**config.mk**
```make
export PLATFORM = sky130hd
export DESIGN_NAME = eight_to_one_mux_16_bit_flat
export DESIGN_NICKNAME = d
export VERILOG_FILES = /design/src/rtl/eight_to_one_mux_16_bit_if.sv /design/src/rtl/eight_to_one_mux_16_bit.sv /design/src/flat_wrapper.sv
export SDC_FILE = /design/constraint.sdc
export NUM_CORES = 1
export LEC_CHECK = 0
export ABC_AREA = 1
export BUFFER_PORTS_ARGS = -buffer_cell sky130_fd_sc_hd__buf_4
export CORE_MARGIN = 4
export CORE_UTILIZATION = 40
export CTS_BUF_LIST = sky130_fd_sc_hd__clkbuf_2
export CTS_CLUSTER_DIAMETER = 40
export DETAILED_ROUTE_END_ITERATION = 10
export GPL_ROUTABILITY_DRIVEN = 0
export PLACE_DENSITY = 0.92
export SLEW_MARGIN = 0
export SYNTH_ARGS = -nofsm -noshare
export SYNTH_HDL_FRONTEND = slang
export SYNTH_SLANG_ARGS = --single-unit
```
**constraint.sdc**
```tcl
create_clock -name clk -period 0.8 [get_ports clk]
set_input_delay 0.04 -clock clk [delete_from_list [all_inputs] [get_ports clk]]
set_output_delay 0.04 -clock clk [all_outputs]
set_load 0.005 [all_outputs]
```
**src/rtl/eight_to_one_mux_16_bit_if.sv**
```systemverilog
// Bus bundle for the registered 8:1 x 16-bit mux.
// Carries the eight data words, the select bits, Enable and the output Y.
interface eight_to_one_mux_16_bit_if;
  logic [15:0] I0;
  logic [15:0] I1;
  logic [15:0] I2;
  logic [15:0] I3;
  logic [15:0] I4;
  logic [15:0] I5;
  logic [15:0] I6;
  logic [15:0] I7;
  logic        S0;
  logic        S1;
  logic        S2;
  logic        Enable;
  logic [15:0] Y;

  modport master (
    output I0, I1, I2, I3,
    output I4, I5, I6, I7,
    output S0, S1, S2, Enable,
    input  Y
  );

  modport slave (
    input  I0, I1, I2, I3,
    input  I4, I5, I6, I7,
    input  S0, S1, S2, Enable,
    output Y
  );
endinterface

```
**src/rtl/eight_to_one_mux_16_bit.sv**
```systemverilog
// Registered 8:1 mux, 16-bit words, active-high Enable (0 forces zero).
// Ports: clk, rst_n (async, active-low), bus (slave: I0..I7, S2..S0, Enable in; Y out).
module eight_to_one_mux_16_bit (
  input  logic                      clk,
  input  logic                      rst_n,
  eight_to_one_mux_16_bit_if.slave  bus
);

  logic [2:0]  sel;
  logic [15:0] y_d;
  logic [15:0] y_q;

  assign sel = {bus.S2, bus.S1, bus.S0};

  always_comb begin
    y_d = 16'h0000;
    if (bus.Enable) begin
      unique case (sel)
        3'd0: y_d = bus.I0;
        3'd1: y_d = bus.I1;
        3'd2: y_d = bus.I2;
        3'd3: y_d = bus.I3;
        3'd4: y_d = bus.I4;
        3'd5: y_d = bus.I5;
        3'd6: y_d = bus.I6;
        3'd7: y_d = bus.I7;
        default: y_d = 16'h0000;
      endcase
    end
  end

  always_ff @(posedge clk or negedge rst_n) begin
    if (!rst_n) y_q <= 16'h0000;
    else        y_q <= y_d;
  end

  assign bus.Y = y_q;

endmodule

```
**src/flat_wrapper.sv**
```systemverilog
// flat-port wrapper written by rule: the top's interface ports become plain ports
module eight_to_one_mux_16_bit_flat 
  (clk, rst_n, bus_I0, bus_I1, bus_I2, bus_I3, bus_I4, bus_I5, bus_I6, bus_I7, bus_S0, bus_S1, bus_S2, bus_Enable, bus_Y);
  eight_to_one_mux_16_bit_if bus_i ();
  input  logic clk;
  input  logic rst_n;
  input wire logic [$bits(bus_i.I0)-1:0] bus_I0;
  input wire logic [$bits(bus_i.I1)-1:0] bus_I1;
  input wire logic [$bits(bus_i.I2)-1:0] bus_I2;
  input wire logic [$bits(bus_i.I3)-1:0] bus_I3;
  input wire logic [$bits(bus_i.I4)-1:0] bus_I4;
  input wire logic [$bits(bus_i.I5)-1:0] bus_I5;
  input wire logic [$bits(bus_i.I6)-1:0] bus_I6;
  input wire logic [$bits(bus_i.I7)-1:0] bus_I7;
  input wire logic [$bits(bus_i.S0)-1:0] bus_S0;
  input wire logic [$bits(bus_i.S1)-1:0] bus_S1;
  input wire logic [$bits(bus_i.S2)-1:0] bus_S2;
  input wire logic [$bits(bus_i.Enable)-1:0] bus_Enable;
  output wire logic [$bits(bus_i.Y)-1:0] bus_Y;
  assign bus_i.I0 = bus_I0;
  assign bus_i.I1 = bus_I1;
  assign bus_i.I2 = bus_I2;
  assign bus_i.I3 = bus_I3;
  assign bus_i.I4 = bus_I4;
  assign bus_i.I5 = bus_I5;
  assign bus_i.I6 = bus_I6;
  assign bus_i.I7 = bus_I7;
  assign bus_i.S0 = bus_S0;
  assign bus_i.S1 = bus_S1;
  assign bus_i.S2 = bus_S2;
  assign bus_i.Enable = bus_Enable;
  assign bus_Y = bus_i.Y;
  eight_to_one_mux_16_bit u_core (.clk(clk), .rst_n(rst_n), .bus(bus_i));
endmodule
```
==> summary.txt <==
Clock network
  • Worst-path clk slew: 0.17 ns
  • Post-CTS Setup Bufs: 0
  • Root Driver: clkbuf_2
  • Clk sinks: 16
  • Deepest clock path buffer count: 2
  • Cts bufs inserted: 3
  • H-tree lvl count: 1
  • CTS tree: done

Drt
  • Final wirelength: 7.70 mm
  • Post-route DRC: 0
  • Vias/cell: 5.66
  • Total number of vias: around 2800
  • Avg WL per Cell: 15.5 um
  • Pre-antenna DRT Iters: 5
  • Antenna Violating Nets Remaining: 0
  • DR iter-0 viols: 232

Synth
  • Area contributors post-synth: nand4_1 27%, dfrtp_1 22%, nand2_1 9.9%, nor2_1 9.9%, buf_2 5.5%
  • Top cell type's share of synthesized area: 27.5%
  • Synth Flop Type: dfrtp_1
  • Cell taking the most area after synthesis: nand4_1
  • Post-synth EDFFs: 0
  • Synth Register Bits: 16
  • Syn. warnings: 0
  • Mapped cell area: 1820 um^2
  • Seq/Total Area, Yosys: 22.0%
  • FFs w/ async S/R, synth: 100%
  • Syn Nets: 429
  • Post-Syn Area per Cell: between 6 and 7 um^2
  • Post-Syn Instances: 295
  • Netlist cell types: 18

Layout
  • Ratio of cells with drive above 1 in the final layout: roughly two fifths
  • Antenna cells: 0
  • Most frequent cells in the layout: 153 x buf_4, 80 x nand4_1, 48 x nor2_1, 48 x nand2_1, 20 x o21ai_1
  • P&R area growth vs syn: 74.1%
  • Commonest non-fill, non-tap cell in the layout: buf_4
  • Utilization after layout: 72.3%
  • Max reg flops: 16
  • Layout net count: 579

Critical path
  • Top delay family on crit path: flip-flops
  • Slowest cell on the critical path: dfrtp_1
  • Crit end category: primary output
  • CP Launch Type: flop
  • WS Path Type: flop to primary output
  • Crit Path Max Fanout: 1
  • Crit path largest cell delay: 0.44 ns
  • CP cell instances: buf_6
  • Worst path required time: around 0.76 ns
  • CP Launch Point: u_core.bus.Y[2]$_DFF_PN0_
  • WP buf/inv: 1
  • CP Data Arrival Time: roughly 0.85 ns

STA
  • Max Fclk: 1130 MHz
  • Final Hold Fails: 0
  • Setup TNS: -0.702 ns
  • Final setup vio count: 16
  • Final Slew Violations: 0
  • Slew margin rel.: 83.6%
  • Tcrit/Tclk final: 111%
  • Final Worst Setup Slack: -0.0882 ns
  • RSZ-0062 raised after global routing: yes
  • Worst Tran Pin Value: 0.246 ns
  • Min Clock Period, post-route: 0.888 ns

Global routing
  • Global-route wire length before repair: 11.9 mm
  • Vias in the first global route: 2665
  • GRT overflow: 0
  • Largest net degree at the start of global routing: 33
  • GRT Util Overall: a little over a quarter
  • Antenna violations before repair: 0

Pwr
  • Switch share: 33.7%
  • Part of the power in registers: 33.8%
  • Total power: 2.70 mW
  • Comb pwr share: 52.8%
  • Leak pwr: 1.73 nW
  • Switching pwr: 0.909 mW
  • Internal Dissipation: ~1.8 mW
  • Clk pwr share: 13.4%
  • Pwr dens: 852 nW/um^2
  • VDD IR max: 0.000398 V

Flow run
  • Total of max-cap violations: 0

Floorplan
  • Site row count: 24
  • Initial Util: 41.6%
  • I/O pins: 150
  • Die Ht: 75.5 um
  • Die W: 75.5 um
  • Die area: around 5700 um^2
  • Core area: 4380 um^2

Status
  • Status: complete, but fails checks
  • Failing checks: negative setup slack

Placement
  • DP HPWL: between 6 and 7 mm
  • Port bufs: 149
  • Place WS: -0.294 ns

Hold path
  • Min-Delay Startpoint: bus_I0[6]
  • HP Class: input pin to flop
-- cell usage after synthesis (3+ instances only) --
cell and n:
o21ai_1 15, buf_6 5, nor2_1 48, dfrtp_1 16, inv_1 16, a21oi_1 16
nand2_1 48, o21ai_0 17, buf_4 5, nand4_1 80, inv_2 3, buf_2 20
-- kinds of logic (layout without fill, tap and decap cells) --
logic type | after synthesis | after routing | share of synthesized area [%]
flip-flops | 16 | 16 | 22.0
AO/OA/AOI/OAI | 48 | 48 | 13.2
AND/OR/NAND/NOR | 180 | 180 | 49.8
buffers and inverters | 51 | 200 | 15.0
-- power by group through the flow --
stage | sequential, mW | clock, mW | combinational (mW)
floorplan | 0.921 | 0 | 0.526
global placement | 0.914 | 0 | 1.33
detailed placement | 0.917 | 0 | 1.35
CTS | 0.914 | 0.362 | 1.40
global route | 0.922 | 0.409 | 1.55
finish | 0.913 | 0.363 | 1.43
-- what timing repair did --
item                                   in CTS  in global routing
resized for setup                          16                  5
setup endpoints to repair                  16                 30
endpoints found under the hold margin      16                  0
gates cloned                                0                  0
hold buffers                                1                  0
pin swaps                                   0                  0
-- final timing paths --
check / cells past startpoint / end / slack [ns]
max in group asynchronous: 2 / u_core.bus.Y[8]$_DFF_PN0_ / 0.48
worst max-delay path: 1 / bus_Y[2] / -0.09
worst min-delay path: 3 / u_core.bus.Y[6]$_DFF_PN0_ / 0.03
min in group asynchronous: 2 / u_core.bus.Y[1]$_DFF_PN0_ / 0.13
-- stage by stage --
| stage | hold slack [ns] | area, um^2 | instances |
|---|---|---|---|
| after floorplan | -0.256 | 1830 | 295 |
| after global placement | -0.0954 | 3070 | 491 |
| after detailed placement | -0.0928 | 3070 | 491 |
| after CTS | 0.0264 | 3160 | 496 |
| after global routing | 0.0146 | 3170 | 496 |
| final | 0.0300 | 3170 | 496 |
-- area by class of cell --
type,instances,area [um^2]
timing repair buffer,177,1460
clock buffer,3,15.0
tap,52,65.1
clock inverter,1,3.75
sequential,16,400
inverter,19,73.8
multi-input combinational,228,1150
fill,370,1210
-- per-layer routing --
metal | wire, um | GRT usage [%] | part of all wire, %
met2 | 3650 | 45.5 | 47
met4 | 214 | 7.77 | 2.8
met1 | 2810 | 33.3 | 37
met3 | 1020 | 6.73 | 13
met5 | 0 | 0 | 0
Note: power is estimated with default switching activity, not from simulation.
